[src/rtl/mo_pkg.sv]
// Shared definitions for the motion-object line buffer writer.
// Pixel width, object width, FSM encoding and the transparent pixel value.
package mo_pkg;

    localparam int PIX_BITS_DEF = 4;
    localparam int OBJ_W_DEF    = 8;

    localparam logic [PIX_BITS_DEF-1:0] TRANSPARENT = '0;

    typedef enum logic [1:0] {
        IDLE = 2'd0,
        RD   = 2'd1,
        WR   = 2'd2
    } mo_state_e;

    function automatic logic is_opaque(input logic [PIX_BITS_DEF-1:0] p);
        return p != TRANSPARENT;
    endfunction

endpackage

[src/rtl/mo_linebuf_ram.sv]
// One half of the ping-pong line buffer: 256 x DW.
// Synchronous write port, synchronous read port with read-before-write.
module mo_linebuf_ram
    import mo_pkg::*;
#(
    parameter int DW = PIX_BITS_DEF
) (
    input  logic          clk_i,
    input  logic          rst_ni,
    input  logic          we_i,
    input  logic [7:0]    waddr_i,
    input  logic [DW-1:0] wdata_i,
    input  logic          re_i,
    input  logic [7:0]    raddr_i,
    output logic [DW-1:0] rdata_o
);

    logic [DW-1:0] mem [256];
    logic [DW-1:0] rdata_q;

    // Storage array; contents are deliberately left unreset.
    always_ff @(posedge clk_i) begin
        if (we_i) begin
            mem[waddr_i] <= wdata_i;
        end
    end

    // Registered read data; returns the old word on a same-cycle write.
    always_ff @(posedge clk_i or negedge rst_ni) begin
        if (!rst_ni) begin
            rdata_q <= '0;
        end else if (re_i) begin
            rdata_q <= mem[raddr_i];
        end
    end

    assign rdata_o = rdata_q;

endmodule

[src/rtl/mo_line_buffer_writer.sv]
// Plots matched motion-object pixel rows into a ping-pong line buffer
// and reads the other half out clear-on-read. Option: MO_COLLISION_EN.
module mo_line_buffer_writer
    import mo_pkg::*;
#(
    parameter int PIX_BITS = PIX_BITS_DEF,
    parameter int OBJ_W    = OBJ_W_DEF
) (
    input  logic                      clk,
    input  logic                      RESETn,
    input  logic                      ce,
    input  logic                      LINE_START,
    input  logic                      OBJ_VALID,
    input  logic                      MATCHn,
    input  logic [7:0]                HPOS,
    input  logic [OBJ_W*PIX_BITS-1:0] PIXDATA,
    input  logic [7:0]                HC,
    output logic                      BUSY,
    output logic [PIX_BITS-1:0]       MO_PIX,
    output logic                      COLL
);

    localparam int CNT_W = (OBJ_W > 1) ? $clog2(OBJ_W) : 1;
    localparam logic [CNT_W-1:0] LAST = CNT_W'(OBJ_W - 1);

    mo_state_e                 state_q;
    logic                      busy_q;
    logic                      wsel_q;
    logic                      rsel_q;
    logic [CNT_W-1:0]          cnt_q;
    logic [7:0]                hpos_q;
    logic [OBJ_W*PIX_BITS-1:0] pix_q;

    logic [8:0]          addr;
    logic                carry;
    logic [PIX_BITS-1:0] cur_pix;
    logic [PIX_BITS-1:0] existing;
    logic                opaque;
    logic                occupied;
    logic                plot;
    logic                rd_req;
    logic [PIX_BITS-1:0] rdata [2];

    // Pixel i lands at HPOS+i; a carry means it fell off the right edge.
    assign addr     = {1'b0, hpos_q} + {{(9-CNT_W){1'b0}}, cnt_q};
    assign carry    = addr[8];
    assign cur_pix  = pix_q[PIX_BITS-1:0];
    assign existing = rdata[wsel_q];
    assign opaque   = cur_pix != {PIX_BITS{1'b0}};
    assign occupied = existing != {PIX_BITS{1'b0}};

    // Earlier-scanned objects win: only fill empty locations.
    assign plot   = ce & (state_q == WR) & ~LINE_START
                  & ~carry & opaque & ~occupied;
    assign rd_req = ce & (state_q == RD) & ~LINE_START;

    for (genvar b = 0; b < 2; b++) begin : g_bank
        logic rd_side;
        assign rd_side = wsel_q ^ 1'(b);

        mo_linebuf_ram #(
            .DW(PIX_BITS)
        ) u_ram (
            .clk_i  (clk),
            .rst_ni (RESETn),
            .we_i   (rd_side ? ce : plot),
            .waddr_i(rd_side ? HC : addr[7:0]),
            .wdata_i(rd_side ? {PIX_BITS{1'b0}} : cur_pix),
            .re_i   (rd_side ? ce : rd_req),
            .raddr_i(rd_side ? HC : addr[7:0]),
            .rdata_o(rdata[b])
        );
    end

    // Draw sequencer plus bank select; LINE_START swaps and aborts.
    always_ff @(posedge clk or negedge RESETn) begin
        if (!RESETn) begin
            state_q <= IDLE;
            busy_q  <= 1'b0;
            wsel_q  <= 1'b0;
            rsel_q  <= 1'b1;
            cnt_q   <= '0;
            hpos_q  <= '0;
            pix_q   <= '0;
        end else if (ce) begin
            rsel_q <= ~wsel_q;
            if (LINE_START) begin
                wsel_q  <= ~wsel_q;
                state_q <= IDLE;
                busy_q  <= 1'b0;
            end else begin
                unique case (state_q)
                    IDLE: begin
                        if (OBJ_VALID && !MATCHn) begin
                            hpos_q  <= HPOS;
                            pix_q   <= PIXDATA;
                            cnt_q   <= '0;
                            state_q <= RD;
                            busy_q  <= 1'b1;
                        end
                    end
                    RD: begin
                        state_q <= WR;
                    end
                    WR: begin
                        if (cnt_q == LAST) begin
                            state_q <= IDLE;
                            busy_q  <= 1'b0;
                        end else begin
                            cnt_q   <= cnt_q + CNT_W'(1);
                            pix_q   <= pix_q >> PIX_BITS;
                            state_q <= RD;
                        end
                    end
                    default: begin
                        state_q <= IDLE;
                        busy_q  <= 1'b0;
                    end
                endcase
            end
        end
    end

    assign BUSY   = busy_q;
    assign MO_PIX = rdata[rsel_q];

`ifdef MO_COLLISION_EN
    logic coll_q;

    // Sticky overlap flag, cleared at the start of each line.
    always_ff @(posedge clk or negedge RESETn) begin
        if (!RESETn) begin
            coll_q <= 1'b0;
        end else if (ce) begin
            if (LINE_START) begin
                coll_q <= 1'b0;
            end else if (state_q == WR && !carry && opaque && occupied) begin
                coll_q <= 1'b1;
            end
        end
    end

    assign COLL = coll_q;
`else
    assign COLL = 1'b0;
`endif

endmodule

[config.mk]
export PLATFORM = sky130hd
export DESIGN_NAME = mo_line_buffer_writer
export DESIGN_NICKNAME = d
export VERILOG_FILES = /design/src/rtl/mo_pkg.sv /design/src/rtl/mo_linebuf_ram.sv /design/src/rtl/mo_line_buffer_writer.sv
export SDC_FILE = /design/constraint.sdc
export NUM_CORES = 2
export LEC_CHECK = 0
export ABC_AREA = 1
export BUFFER_PORTS_ARGS = -buffer_cell sky130_fd_sc_hd__buf_2
export CAP_MARGIN = 0
export CORE_ASPECT_RATIO = 1.4
export CORE_MARGIN = 2
export CORE_UTILIZATION = 35
export CTS_CLUSTER_SIZE = 40
export DETAILED_ROUTE_END_ITERATION = 6
export HOLD_SLACK_MARGIN = 0.03
export MAX_ROUTING_LAYER = met4
export PLACE_DENSITY = 0.48
export SLEW_MARGIN = 20
export SYNTH_ARGS = -nofsm -noshare
export SYNTH_HDL_FRONTEND = slang
export SYNTH_SLANG_ARGS = --single-unit
[constraint.sdc]
create_clock -name clk -period 7.66 [get_ports clk]
set_input_delay 0.383 -clock clk [delete_from_list [all_inputs] [get_ports clk]]
set_output_delay 0.383 -clock clk [all_outputs]
set_load 0.005 [all_outputs]
==> impl_results.md <==
- Die area: roughly 260,000 um^2
- Multi-input gate area: 24,030 um^2
- Distinct cells, synth: 37
- FF-to-FF End: g_bank[1].u_ram.mem[156][2]
- # rows: 219
- CTS tree: yes
- Largest net degree at the start of global routing: 190
- Reg2reg path depth: 10
- Gr ovfl total: 0
- Clock transition at the registers of the reported paths: 0.07 ns
- CTS root buffer: clkbuf_16
- Top-count cell post-synth: nand2_1
- Min cycle time layout: 4.945 ns
- Fillers: approximately 25,000
- Leading post-synthesis cells by instance count: nand2_1, edfxtp_1, nand3_1
- Number of synthesis warnings: 0
- Register area: around 63,000 um^2
- Yosys top cell by area: edfxtp_1
- Iter 0 DRT Violations: between 4,000 and 5,000
- Pre-Repair DR Iteration Count: 7
- Synth area leaders: edfxtp_1, nand2_1, nand3_1
- Final RePlAce weighted congestion: roughly 0.84
- Layout Cells excl Fill: between 10,000 and 15,000
- Setup repair bufs after CTS: 0
- Post-Synthesis Cells: between 8,000 and 9,000
- Final hold violation count: 0
- Sequential area share after synthesis: 0.7032
- Max Fanout on Critical Path: 95
- Port Buffer Count: 58
- Critical R2R Launch: g_bank[0].rd_side
- WL per Instance: between 20 and 25 um
- Initial Util: 0.3518
- Worst min-delay path class: input pin to async pin
- First-pass GRT wire length: between 300,000 and 400,000 um
- Avg Vias per Cell: approximately 5
- Primary FF master, synth: edfxtp_1
- Clock Tree Buf Depth: 4
- Peak VDD IR: 0.3893 mV
- Core ar.: ~250,000 um^2
- Worst slew margin: 0.2218
- Detail Route Antenna Nets: 0
- Area of the mapped netlist: 89,450 um^2
- Number of synthesized flops with an enable pin: a little over 2,000
- Chip width: between 400 and 500 um
- Worst-Skew Late Latency: 0.87 ns
- Async S/R FF share, synth: 0.02662
- Worst Tran Pin Value: 1.164 ns
- Share of post-route cells with drive strength above 1: 0.06064
- Worst setup EP type: register
- R2R Setup Slk: 2.71 ns
- Dpl cells: 11,626
- P per Cell Area: 357.5 nW/um^2
- WP data required: around 8.2 ns
- Arr. time, crit path: 5.47 ns
- Vias: between 60,000 and 70,000
- Share of the synthesized area in the top cell type: 0.6875
- Final setup vio count: 0
- H-tree levels: 4
- Final Skew: 0.02732 ns
- Die height: 602.2 um
- Post-DP HPWL: 151,400 um
- Final Cycle Share: 0.6456
- Inserted Clock Buffers: roughly 220
- Seq cells post-synth: ~2,100
- Fin nets: 8,638
- WL final: about 270,000 um
- Leakage: 37.94 nW
- Syn avg cell area: ~10 um^2
- Clock Sinks: approximately 2,100
- Final slew viol count: 0
- Initial antenna violation count: 12
- Worst setup SP type: register
- Vias in the first global route: between 60,000 and 70,000
- WHS: ~0.22 ns
- RSZ-0062 raised after global routing: false
- Kind of critical path: register to register
- Layout area overhead: 11.76%
- I/O pin cnt: 60
- Max-cap violations: 0
- Status: completed
- Max frequency: around 0.20 GHz
- Mapped Nets: between 8,000 and 9,000
- GR Util All Layers: 0.2113
- DRC: 0
==> logic make-up (layout without fill, tap and decap cells) <==
group	after synthesis	after routing	share of synthesized area
AND/OR/NAND/NOR	5772	5772	0.2536
adder cells (fa/ha/maj)	6	6	0.0009232
other	1	10	0.00004192
AO/OA/AOI/OAI	175	175	0.01129
flip-flops	2104	2104	0.7032
multiplexers	3	3	0.0003776
buffers and inverters	583	678	0.03046
XOR/XNOR	1	1	0.00009793
==> registers in the layout, summed over array words and instances (netlist names) <==
signal and flops:
BUSY 1, pix_q 32, g_bank.u_ram.mem 2048, g_bank.u_ram.rdata_o 8, state_q 2, g_bank.rd_side 1, cnt_q 3, rsel_q 1
hpos_q 8
==> final cells by class <==
cell class / count / share of cell area
tap: 3315 / 0.04149
antenna: 9 / 0.0002253
clock inverter: 101 / 0.008811
sequential: 2104 / 0.6292
multi-input combinational: 5958 / 0.2404
inverter: 91 / 0.003767
clock buffer: 284 / 0.05850
timing repair buffer: 202 / 0.01757
==> layout by cell type, fill, tap and decap left out, drive strengths merged <==
master and n:
nand2 4453, edfxtp 2048, nand3 688, nor2 616, clkbuf 284, buf 158, inv 93, o21ai 93
clkinv 77, dfrtp 55, dlygate4sd3 44, a21oi 43, o211ai 31, bufinv 15, nand4 10, diode 9
clkinvlp 7, ha 5, mux2 3, nand3b 3, a31oi 3, a22oi 2, nor3 1, xnor2 1
nor4 1, a311oi 1, o31ai 1, o21bai 1, fa 1, conb 1, dfstp 1
==> how the worst max path moves through the flow <==
stage	from	to	slack [ns]	cells after the start
6_report	g_bank[0].rd_side	g_bank[1].u_ram.mem[156][2]	2.71	10
5_1_grt	g_bank[0].rd_side	g_bank[1].u_ram.mem[28][2]	2.46	10
3_3_place_gp	cnt_q[0]	g_bank[1].u_ram.mem[255][1]	2.74	10
3_5_place_dp	g_bank[0].rd_side	g_bank[1].u_ram.mem[156][1]	2.67	10
2_1_floorplan	g_bank[0].rd_side	g_bank[0].u_ram.mem[0][2]	-0.73	5
4_1_cts	g_bank[0].rd_side	g_bank[1].u_ram.mem[156][2]	2.65	10
==> routing by layer <==
metal  up-vias  wire length [um]  GRT usage
met5         -                 0          -
met1     30124            109800     0.2472
met2      1449            141300     0.3794
met3       399             11710    0.02323
met4         0              8053    0.06485
li1      28564                 -          -
==> metrics by stage <==
stage	setup TNS [ns]	instance area [um^2]	setup WS (ns)	power (W)	utilization
after floorplan	-741.93	89450	-0.7262	0.02168	-
after global placement	0	92770	2.740	0.02577	0.3648
after detailed placement	0	92780	2.667	0.02578	0.3649
after CTS	0	99950	2.654	0.03607	0.3930
after global routing	0	99970	2.463	0.03756	0.3931
final	0	99970	2.715	0.03573	0.3931
==> power breakdown <==
| part | leakage, nW | internal, W | total, W | switching, W |
|---|---|---|---|---|
| clock | 3.27 | 0.00585 | 0.0103 | 0.00443 |
| combinational | 15.2 | 0.00256 | 0.0115 | 0.00891 |
| sequential | 19.4 | 0.0139 | 0.0140 | 0.000111 |
==> worst max-delay path, cell delays in order (launching register included) <==
cell	delay (ns)
dfrtp_2	0.34
buf_4	0.48
inv_2	0.35
nand2_1	0.29
nand2_8	0.44
nor2_4	0.96
inv_1	0.13
nor2_2	0.19
nand2_1	0.51
buf_4	0.50
nor2_1	0.32
==> timing repair <==
action / CTS / global route
hold buffers: 44 / 0
hold endpoints to repair: 100 / 0
gates resized for setup: 0 / 0
Note: power is estimated with default switching activity, not from simulation.
